### src/rtl/ram_access_ctrl.sv
// Window-RAM arbiter: round-robin between 5x5 window reads and single-word writes, one RAM transaction at a time.
// Latency: ack 1 cycle after the request-sampling edge, done 2 cycles after ack with an ideal RAM, 4 cycles per transaction.
// Backpressure: requesters hold req until ack; requests seen outside IDLE simply wait. Optional timeout: RAM_ACC_TIMEOUT_EN.
module ram_access_ctrl #(
    parameter int ADDR_W         = 16,
    parameter int DATA_W         = 16,
    parameter int KSIZE          = 5,
    parameter int TIMEOUT_CYCLES = 64
) (
    input  logic                            clk,
    input  logic                            rst_n,
    input  logic                            rd_req_i,
    input  logic [ADDR_W-1:0]               rd_addr_i,
    input  logic [ADDR_W-1:0]               rd_offset_i,
    output logic                            rd_ack_o,
    output logic                            rd_done_o,
    output logic [KSIZE*KSIZE*DATA_W-1:0]   rd_window_o,
    input  logic                            wr_req_i,
    input  logic [ADDR_W-1:0]               wr_addr_i,
    input  logic [DATA_W-1:0]               wr_data_i,
    output logic                            wr_ack_o,
    output logic                            wr_done_o,
    output logic                            ram_en_o,
    output logic                            ram_write_o,
    output logic [ADDR_W-1:0]               ram_addr_o,
    output logic [ADDR_W-1:0]               ram_offset_o,
    output logic [DATA_W-1:0]               ram_data_o,
    input  logic [KSIZE*KSIZE*DATA_W-1:0]   ram_window_i,
    input  logic                            ram_finish_i,
    output logic                            busy_o,
    output logic                            err_o
);

    localparam logic [1:0] S_IDLE    = 2'd0;
    localparam logic [1:0] S_ISSUE   = 2'd1;
    localparam logic [1:0] S_WAIT    = 2'd2;
    localparam logic [1:0] S_RELEASE = 2'd3;

    logic [1:0] state;
    logic       last_grant_wr;   // 1: the previous grant went to the writer
    logic       owner_wr;        // side that owns the transaction in flight
    logic       grant_rd;
    logic       grant_wr;
    logic       timeout_hit;

    // Round-robin pick: on contention the side that did not win last time goes first
    always_comb begin
        grant_rd = 1'b0;
        grant_wr = 1'b0;
        if (rd_req_i && wr_req_i) begin
            if (last_grant_wr) begin
                grant_rd = 1'b1;
            end else begin
                grant_wr = 1'b1;
            end
        end else if (rd_req_i) begin
            grant_rd = 1'b1;
        end else if (wr_req_i) begin
            grant_wr = 1'b1;
        end
    end

`ifdef RAM_ACC_TIMEOUT_EN
    localparam int CNT_W = $clog2(TIMEOUT_CYCLES + 1);

    logic [CNT_W-1:0] wait_cnt;
    logic             err_q;

    // A real finish in the same cycle as the limit wins: the data is good, so no error
    assign timeout_hit = (state == S_WAIT) && !ram_finish_i &&
                         (wait_cnt == CNT_W'(TIMEOUT_CYCLES - 1));

    // WAIT-cycle counter, cleared in ISSUE so every transaction starts from zero
    always_ff @(posedge clk or negedge rst_n) begin
        if (!rst_n) begin
            wait_cnt <= '0;
            err_q    <= 1'b0;
        end else begin
            err_q <= timeout_hit;
            if (state == S_ISSUE) begin
                wait_cnt <= '0;
            end else if (state == S_WAIT && !ram_finish_i) begin
                wait_cnt <= wait_cnt + 1'b1;
            end
        end
    end

    assign err_o = err_q;
`else
    assign timeout_hit = 1'b0;
    assign err_o       = 1'b0;
`endif

    // Transaction sequencer: grant, issue, wait for finish, then one enable-low cycle to re-arm the RAM
    always_ff @(posedge clk or negedge rst_n) begin
        if (!rst_n) begin
            state         <= S_IDLE;
            last_grant_wr <= 1'b1;
            owner_wr      <= 1'b0;
            rd_ack_o      <= 1'b0;
            rd_done_o     <= 1'b0;
            rd_window_o   <= '0;
            wr_ack_o      <= 1'b0;
            wr_done_o     <= 1'b0;
            ram_en_o      <= 1'b0;
            ram_write_o   <= 1'b0;
            ram_addr_o    <= '0;
            ram_offset_o  <= '0;
            ram_data_o    <= '0;
            busy_o        <= 1'b0;
        end else begin
            rd_ack_o  <= 1'b0;
            wr_ack_o  <= 1'b0;
            rd_done_o <= 1'b0;
            wr_done_o <= 1'b0;
            case (state)
                S_IDLE: begin
                    if (grant_rd || grant_wr) begin
                        state         <= S_ISSUE;
                        busy_o        <= 1'b1;
                        ram_en_o      <= 1'b1;
                        ram_write_o   <= grant_wr;
                        owner_wr      <= grant_wr;
                        last_grant_wr <= grant_wr;
                        if (grant_wr) begin
                            ram_addr_o <= wr_addr_i;
                            ram_data_o <= wr_data_i;
                            wr_ack_o   <= 1'b1;
                        end else begin
                            ram_addr_o   <= rd_addr_i;
                            ram_offset_o <= rd_offset_i;
                            rd_ack_o     <= 1'b1;
                        end
                    end
                end
                // The finish flag may still be set from the previous transaction; the enable
                // edge the RAM sees this cycle clears it, so it is not looked at here.
                S_ISSUE: begin
                    state <= S_WAIT;
                end
                S_WAIT: begin
                    if (ram_finish_i || timeout_hit) begin
                        state       <= S_RELEASE;
                        ram_en_o    <= 1'b0;
                        ram_write_o <= 1'b0;
                        if (owner_wr) begin
                            wr_done_o <= 1'b1;
                        end else begin
                            rd_done_o <= 1'b1;
                            if (ram_finish_i) begin
                                rd_window_o <= ram_window_i;
                            end
                        end
                    end
                end
                S_RELEASE: begin
                    state  <= S_IDLE;
                    busy_o <= 1'b0;
                end
                default: begin
                    state    <= S_IDLE;
                    busy_o   <= 1'b0;
                    ram_en_o <= 1'b0;
                end
            endcase
        end
    end

endmodule

### config.mk
export PLATFORM = sky130hd
export DESIGN_NAME = ram_access_ctrl
export DESIGN_NICKNAME = d
export VERILOG_FILES = /design/src/rtl/ram_access_ctrl.sv
export SDC_FILE = /design/constraint.sdc
export NUM_CORES = 1
export LEC_CHECK = 0
export CORE_AREA = 2 2 362 364
export DETAILED_ROUTE_END_ITERATION = 12
export DIE_AREA = 0 0 364 366
export PLACE_DENSITY_LB_ADDON = 0.08
export SLEW_MARGIN = 20
export SYNTH_ARGS = -nofsm -noshare
export SYNTH_HDL_FRONTEND = slang
export SYNTH_SLANG_ARGS = --single-unit
### constraint.sdc
create_clock -name clk -period 2.07 [get_ports clk]
set_input_delay 0.414 -clock clk [delete_from_list [all_inputs] [get_ports clk]]
set_output_delay 0.414 -clock clk [all_outputs]
set_load 0.1 [all_outputs]
==> results of run 1 <==
## path summary, 6_finish.rpt
| path | start | end | slack [ns] | cells after the start |
|---|---|---|---|---|
| max | state[0] | rd_window_o[235] | 0.1 | 8 |
| min | rst_n | ram_write_o | 0.27 | 2 |
| max reg2reg | state[0] | rd_window_o[235] | 0.1 | 8 |
| min reg2reg | rd_window_o[177] | rd_window_o[177] | 0.50 | 1 |
| max in group asynchronous | rst_n | rd_window_o[167] | 1.01 | 3 |
| min in group clk | rd_addr_i[5] | ram_addr_o[5] | 0.34 | 3 |
## per-layer routing
layer | up-vias | wire [um] | GRT usage [%]
met4 | 36 | 1980 | 4.34
met5 | - | 224 | 0
li1 | 5703 | - | -
met3 | 127 | 9630 | 6.24
met1 | 6348 | 26700 | 11.0
met2 | 601 | 40400 | 20.3
## logic make-up after synthesis
| logic type | after synthesis |
|---|---|
| flops | 459 |
| simple gates | 56 |
| fa+ha+maj | 4 |
| buf+inv | 62 |
| mux | 434 |
| compound gates | 28 |
| other cells | 1 |
## through the flow
| step | setup TNS, ns | util, % | setup WS, ns | instance area (um2) | cells |
|---|---|---|---|---|---|
| after floorplan | 0 | - | 0.346 | 17400 | 1044 |
| after global placement | -46.80 | 21.8 | -0.170 | 28100 | 3712 |
| after detailed placement | -47.80 | 21.8 | -0.185 | 28100 | 3712 |
| after CTS | 0 | 23.5 | 0.0450 | 30300 | 3832 |
| after global routing | -1.11 | 23.6 | -0.0323 | 30400 | 3843 |
| final | 0 | 23.6 | 0.0998 | 30400 | 3848 |
## what timing repair did
item,in CTS,in global routing
buffers inserted,0,2
hold endpoints to repair,55,0
resized for setup,0,4
endpoints found under the setup margin,0,135
hold buffers,1,0
## cells in the final DEF, fill, tap and decap left out, drive strengths merged
cell	instances
conb	1
mux2	433
dlygate4sd3	1
mux2i	1
o21ai	5
clkinv	13
dfstp	1
o32a	1
inv	11
a21oi	1
nand2	35
nor3b	1
o21a	1
a21boi	1
diode	11
o211ai	1
buf	515
dfrtp	458
bufinv	3
a31oi	16
ha	4
clkdlybuf4s50	467
nor2	20
a21bo	1
o22ai	1
clkbuf	103
## registers in the layout, indices dropped and copies added (netlist names)
name,cells
wr_ack_o,1
ram_addr_o,16
ram_en_o,1
rd_done_o,1
ram_data_o,16
rd_window_o,400
ram_offset_o,16
last_grant_wr,1
wr_done_o,1
busy_o,1
state,2
rd_ack_o,1
owner_wr,1
ram_write_o,1
## synth_stat cells, drive strengths merged
| cell type | instances | area share [%] |
|---|---|---|
| a21bo | 1 | 0.058 |
| a21boi | 1 | 0.11 |
| a21oi | 1 | 0.029 |
| a31oi | 16 | 0.58 |
| buf | 53 | 2.9 |
| conb | 1 | 0.022 |
| dfrtp | 458 | 66 |
| dfstp | 1 | 0.15 |
| ha | 4 | 0.29 |
| inv | 9 | 0.19 |
| mux2 | 433 | 28 |
| mux2i | 1 | 0.058 |
| nand2 | 35 | 0.80 |
| nor2 | 20 | 0.45 |
| nor3b | 1 | 0.043 |
| o211ai | 1 | 0.072 |
| o21a | 1 | 0.043 |
| o21ai | 5 | 0.14 |
| o22ai | 1 | 0.036 |
| o32a | 1 | 0.058 |
## final cells by class
| type | count | area share, % |
|---|---|---|
| sequential | 459 | 37.7 |
| timing repair buffer | 985 | 30.0 |
| multi-input combinational | 523 | 17.7 |
| tap | 1742 | 7.16 |
| clock buffer | 101 | 6.52 |
| clock inverter | 18 | 0.691 |
| inverter | 9 | 0.111 |
| antenna | 11 | 0.0904 |
==> flow_summary.ini, run 1 <==
[critical_path]
critPathMaxStageDelay_ns = 0.40
cp_max_fo = 28
arrival_ns = 2.48
critPathLaunchType = flop
path_common_cell = buf_12
crit_slowest_cell = dfrtp_1
path_delay_family = buffers and inverters
critPathCaptureType = flop
cp_cell_sequence = inv_2 > ha_1 > nand2_1 > nor2_4 > buf_4 > buf_12 > buf_12 > mux2_2
worstSetupPathType = flop to flop
required_ns = 2.58
critPathBufInv = 4

[synth]
synthAdderAreaFrac_pct = 0.288
synth_top_family_by_area = multiplexers
ys_seq_area_share_pct = 66.0
synthXorXnorAreaFrac_pct = 0
syn_nets = 1517
ys_warn_count = 0
synth-simple-area-share_pct = 1.29
syn_avg_cell_area_um2 = 16.7
synth_compound_area_share_pct = 1.12
muxShareOfSynthArea_pct = 28.2
synth_cells = 1044
synth_cell_types = 25
syn_area_um2 = 17400
ys_ff_latch = 459

[placed_design]
hpwl_mm = 61.9
port_buffers = 923
routabilityCongestion = 0.732

[run_status]
outcome = finished, final reports clean

[sta]
period_minus_slack_ns = 1.97
max_freq_ghz = 0.508
hold_ws_ns = 0.275
setup_violations = 0
hold_viol = 0
drv_slew = 0
skew_ns = 0.0305
rsz0062_at_grt = yes
period_share_pct = 95.2

[drt]
dr.pass1.iters = 6
wire_per_inst_um = 20.5
drc = 0
antenna_left = 0
routed_via_density = 3.33
finalWirelength_mm = 79.0
vias = 12800
initialDrtViolationCount = 347

[clock_network]
tritoncts = built
cts_sinks = 459
clk_latency_ns = 0.64
h-tree-depth = 3
numCtsBuffers = 67
cts.path.max_buffers = 3
clk_pin_slew_ns = 0.05
root_buffer = clkbuf_16

[layout]
synthToLayoutAreaGrowth_pct = 74.9
nets = 2518
multi_input_area_um2 = 5390
n_fill_cell = 13700
drive_gt1_share_pct = 50.5
regArea_um2 = 11500

[hold_path]
holdCritPathClass = input pin to async pin

[grt]
grt_use_total_pct = 11.5
grt_pass1_vias = 14500
grt_pass1_wl_mm = 109
grt-ovfl-total = 0
antenna_found_initial = 31
grt_max_degree = 73

[floorplan]
die_w_um = 364
die_area_um2 = 133000
io_pins = 925
initial_utilization_pct = 13.5
core_um2 = 129000
fp-row-count = 132
die_h_um = 366

[flow_run]
cap_viol_max_count = 0
Power of run 1 is left out: the tool's default activity adds up to more than one toggle a clock period on the data nets, which glitch-free logic cannot reach.
==> run 2, diff against run 1 <==
--- a/config.mk
+++ b/config.mk
@@ -9,7 +9,6 @@
 export DETAILED_ROUTE_END_ITERATION = 12
 export DIE_AREA = 0 0 364 366
 export PLACE_DENSITY_LB_ADDON = 0.08
-export SLEW_MARGIN = 20
 export SYNTH_ARGS = -nofsm -noshare
 export SYNTH_HDL_FRONTEND = slang
 export SYNTH_SLANG_ARGS = --single-unit
==> results of run 2 <==
Same layout as run 1: the final DEF is identical, and so are final timing and power.
Power of run 2 is left out for the same reason.
==> RTL change 1 (config.mk and constraints of run 2) <==
Set the parameter `ADDR_W` to 17 (it was 16).
--- a/src/rtl/ram_access_ctrl.sv
+++ b/src/rtl/ram_access_ctrl.sv
@@ -3,5 +3,5 @@
 // Backpressure: requesters hold req until ack; requests seen outside IDLE simply wait. Optional timeout: RAM_ACC_TIMEOUT_EN.
 module ram_access_ctrl #(
-    parameter int ADDR_W         = 16,
+    parameter int ADDR_W         = 17,
     parameter int DATA_W         = 16,
     parameter int KSIZE          = 5,
Ports: changed (5 resized); port bits go from 925 to 930. No check against the original RTL was run, so the function may have changed too.
==> RTL change 1 against run 2 <==
Wire length decreased by 1.1%. Worst hold slack got worse by 0.010 ns. Synthesized cell count increased by 0.77%. Critical endpoint is now rd_window_o[142]. Sequential share of layout area increased by 0.47 points. Design area decreased by 0.79%. Utilization decreased by 0.19 points. Critical path type unchanged. Area after synthesis increased by 0.50%. Sequential cell count increased by 2. Worst setup slack improved by 0.025 ns. Non-clock buffer count decreased by 3.
Power is left out: the tool's default activity adds up to more than one toggle a clock period on the data nets, which glitch-free logic cannot reach.
==> RTL change 1: results (changes against run 2) <==
* CTS Buf Count at 67 (unchanged)
* Asr flop ratio synth at 100% (unchanged)
* Largest net degree at the start of global routing at 76 (+4.1%)
* Status: completed
* Nets at 2,525 (+0.28%)
* Vias in the first global route at 14,508 (+0.19%)
* Root Driver: clkbuf_16
* Clk buf depth at 3 (unchanged)
* Share of layout cells above drive strength 1 at 50.2% (-0.31 points)
* Maximum level of the CTS H-tree at 3 (unchanged)
* IO buf count at 928 (+0.54%)
* Top cells by count, synth: dfrtp_1, mux2_2, nand2_1
* Placed cells at 3,719 (+0.19%)
* CTS resizes at 0 (unchanged)
* Worst R2R Path Depth at 7 (-1)
* RePlAce Congestion at 0.734 (+0.23%)
* Final Skew at 0.0287 ns (-0.00183 ns)
* Synthesized area per cell at 16.6 um2 (-0.27%)
* Net count after synthesis at 1,528 (+0.73%)
* Via count at 12,839 (+0.19%)
* First-pass GRT wire length at 109 mm (-0.16%)
* Post-DP HPWL at 62.0 mm (+0.19%)
* Router iterations before antenna repair at 4 (-2)
* Library cells used by synthesis at 26 (+4.0%)
* Area contributors post-synth: dfrtp_1, mux2_2, buf_6, nand2_1, a31oi_1
* Total track usage at 11.4% (-0.017 points)
* Sequential share of the synthesized area at 66.0% (about the same)
* EDFF count, synth at 0 (unchanged)
* DRT iter0 DRCs at 331 (-4.6%)
* Top FF cell, synth: dfrtp_1
* Clk slew on worst S/H paths at ~0.060 ns
* Final WL at 78.1 mm (-1.1%)
* Routed vias/inst at 3.34 (+0.40%)
* Clock Latency Late Sink at approximately 0.63 ns
* Fillers at 13,636 (-0.17%)
* Initial antenna violation count at 35 (+13%)
* Synth warn at 0 (unchanged)
* Crit-path max FO at 43 (+54%)
* Hold crit path type: in -> async
* Top Registers: rd_window_o: 400 flops, ram_addr_o: 17 flops, ram_offset_o: 17 flops
## RTL change 1: metrics by stage
stage	instance area [um2]	worst slack, ns	hold slack (ns)	setup TNS [ns]
global route	30200	0.00127	0.243	0
floorplan	17500	0.346	0.118	0
detailed placement	28000	-0.241	0.307	-68.43
CTS	30100	0.0571	0.218	0
finish	30200	0.125	0.264	0
global placement	28000	-0.244	0.304	-73.10
## RTL change 1: final timing paths
| kind | from | to | slack, ns |
|---|---|---|---|
| worst min register to register | rd_window_o[390] | rd_window_o[390] | 0.50 |
| worst max-delay path | state[0] | rd_window_o[142] | 0.12 |
| min in group clk | wr_addr_i[10] | ram_addr_o[10] | 0.35 |
| worst max register to register | state[0] | rd_window_o[142] | 0.12 |
| max in group asynchronous | rst_n | rd_window_o[165] | 1.00 |
| worst min-delay path | rst_n | rd_window_o[178] | 0.26 |
## RTL change 1: layer usage
metal / part of all wire (%) / track usage (%) / up-vias
met3: 14 / 6.80 / 139
li1: - / - / 5703
met1: 32 / 10.4 / 6322
met2: 52 / 20.8 / 631
met4: 2.5 / 3.88 / 44
met5: 0.34 / 0 / -
## RTL change 1: layout make-up
type / instances / area share [%]
Sequential cell: 461 / 38.2
Timing Repair Buffer: 982 / 29.4
Multi-Input combinational cell: 528 / 17.9
Tap cell: 1742 / 7.22
Clock buffer: 92 / 6.37
Clock inverter: 18 / 0.646
Inverter: 9 / 0.112
Antenna cell: 8 / 0.0663
## RTL change 1: kinds of logic (layout without fill, tap and decap cells)
group,after synthesis,after routing,share of synthesized area (%)
flops,461,461,66.0
mux,435,435,28.2
buf+inv,63,1101,3.08
simple gates,59,59,1.34
compound gates,29,29,1.15
fa+ha+maj,4,4,0.286
other cells,1,9,0.0214
## RTL change 1: timing repair
item / CTS / global route
endpoints found under the hold margin: 102 / 0
hold buffers: 1 / 0
buffers inserted: 0 / 1
setup endpoints to repair: 0 / 5
## RTL change 1: worst max-delay path, cell delays in order (launching register included)
cell	delay, ns
dfrtp_1	0.39
inv_1	0.11
ha_1	0.18
nand2_1	0.11
nor2_4	0.18
buf_12	0.18
buf_12	0.26
mux2_2	0.37
==> RTL change 2 (flow settings as in run 2) <==
Made on the original files. Add an input register stage for `rd_offset_i`; this delays it by one clock. The other inputs are not delayed to match.
--- a/src/rtl/ram_access_ctrl.sv
+++ b/src/rtl/ram_access_ctrl.sv
@@ -36,4 +36,10 @@
     localparam logic [1:0] S_WAIT    = 2'd2;
     localparam logic [1:0] S_RELEASE = 2'd3;
+
+    logic [ADDR_W-1:0] rd_offset_q;
+
+    always_ff @(posedge clk) begin
+        rd_offset_q <= rd_offset_i;
+    end
 
     logic [1:0] state;
@@ -129,5 +135,5 @@
                         end else begin
                             ram_addr_o   <= rd_addr_i;
-                            ram_offset_o <= rd_offset_i;
+                            ram_offset_o <= rd_offset_q;
                             rd_ack_o     <= 1'b1;
                         end
Function: changed (Yosys sat finds a counterexample within 4 cycles, from zero or initial values and one cycle with rst_n low).
==> RTL change 2 against run 2 <==
Fmax is 3.1% higher. Worst setup slack better by 0.059 ns. Sequential cell count rose by 16. Critical path depth down 1. Wire length fell by 4.0%. Area after synthesis increased by 1.7%. Design area rose by 0.26%. First-iteration DRC count decreased by 6.9%. Worst hold slack worse by 0.040 ns.
Power is left out: the tool's default activity adds up to more than one toggle a clock period on the data nets, which glitch-free logic cannot reach.
==> RTL change 2: results (changes against run 2) <==
* Setup bufs post-CTS at 0 (unchanged)
* M1 WL at 23.2 mm (-13%)
* WP data arrival at 2.42 ns (-0.06 ns)
* Share of layout cells above drive strength 1 at 50.4% (-0.14 points)
* Fillers at 13,579 (-0.59%)
* Fin. max-slew vios at 0 (unchanged)
* Final Skew at 0.0258 ns (-0.00473 ns)
* Top FF cell, synth: dfrtp_1
* Clk slew on worst S/H paths at 0.06 ns
* Sequential share of the synthesized area at 66.7% (+0.69 points)
* Metal3 WL at 10.7 mm (+11%)
* Area contributors post-synth: dfrtp_1, mux2_2, buf_6, dfxtp_1, mux2_1
* CP delay by family, top: buffers and inverters
* Final WL at 75.8 mm (-4.0%)
* Largest net degree at the start of global routing at 52 (-29%)
* Max_slew headroom at 59.3%
* Total track usage at 11.0% (-0.41 points)
* Asr flop ratio synth at 96.6% (-3.4 points)
* Status: completed
* Nets at 2,505 (-0.52%)
* Max reg flops at 400 (unchanged)
* Largest Register: rd_window_o
* Router iterations before antenna repair at 4 (-2)
* Cell taking the most area after synthesis: dfrtp_1
* Maximum level of the CTS H-tree at 3 (unchanged)
* Library cells used by synthesis at 32 (+28%)
* Via count at 12,785 (-0.23%)
* CTS Buf Count at 67 (unchanged)
* IO buf count at 923 (unchanged)
* Root Driver: clkbuf_16
* Crit path largest cell delay at 0.38 ns (-0.02 ns)
* Clk buf depth at 3 (unchanged)
* Initial antenna violation count at 32 (+3.2%)
* Metal2 WL at 39.3 mm (-2.6%)
* Hold crit path type: in -> reg
* Top cells by count, synth: dfrtp_1, mux2_2, buf_6
* Crit-path max FO at 34 (+21%)
* Top Metal Used: met5
* Net count after synthesis at 1,500 (-1.1%)
* Vias in the first global route at 14,498 (+0.12%)
* Synth warn at 0 (unchanged)
* DRT iter0 DRCs at 323 (-6.9%)
* Post-DP HPWL at 59.7 mm (-3.6%)
* Clock Latency Late Sink at 0.62 ns (-0.02 ns)
* RePlAce Congestion at 0.749 (+2.3%)
* Critical path's slowest cell: dfrtp_1
* First-pass GRT wire length at 106 mm (-3.1%)
RTL change 2: cell type report:
cell class                      count  share of cell area, %
Sequential cell                   475                   38.7
Clock inverter                     20                  0.906
Tap cell                         1742                   7.14
Inverter                            6                 0.0738
Antenna cell                       11                 0.0902
Clock buffer                       96                   6.45
Multi-Input combinational cell    494                   17.5
Timing Repair Buffer              988                   29.1
RTL change 2: path summary, 6_finish.rpt:
check / startpoint / end / slack (ns) / cells after the start
max: state[0] / rd_window_o[184] / 0.16 / 7
min: rd_offset_i[6] / rd_offset_q[6] / 0.23 / 1
max reg2reg: state[0] / rd_window_o[184] / 0.16 / 7
min reg2reg: rd_offset_q[3] / ram_offset_o[3] / 0.46 / 1
max in group asynchronous: rst_n / rd_window_o[188] / 0.91 / 3
min in group asynchronous: rst_n / rd_window_o[251] / 0.32 / 2
RTL change 2: metal layers:
layer	vias to the layer above	track usage (%)
met4	40	3.94
met1	6287	9.58
met5	-	0
met2	629	20.2
li1	5680	-
met3	149	7.02
RTL change 2: cell families after synthesis:
group	synth area share [%]
other cells	0.0212
compound gates	1.36
simple gates	0.820
mux	27.7
fa+ha+maj	0.283
buf+inv	3.15
flops	66.7
RTL change 2: timing repair:
| item | 4_1_cts | 5_1_grt |
|---|---|---|
| resized for setup | 0 | 0 |
| hold buffers | 1 | 0 |
| endpoints found under the hold margin | 16 | 0 |
RTL change 2: through the flow:
stage	setup TNS [ns]	cells	cell area, um2	setup WS (ns)
floorplan	0	1027	17700	0.326
global placement	-95.61	3704	28200	-0.312
detailed placement	-79.82	3704	28200	-0.280
CTS	0	3821	30500	0.112
global route	0	3824	30500	0.0233
finish	0	3832	30500	0.159
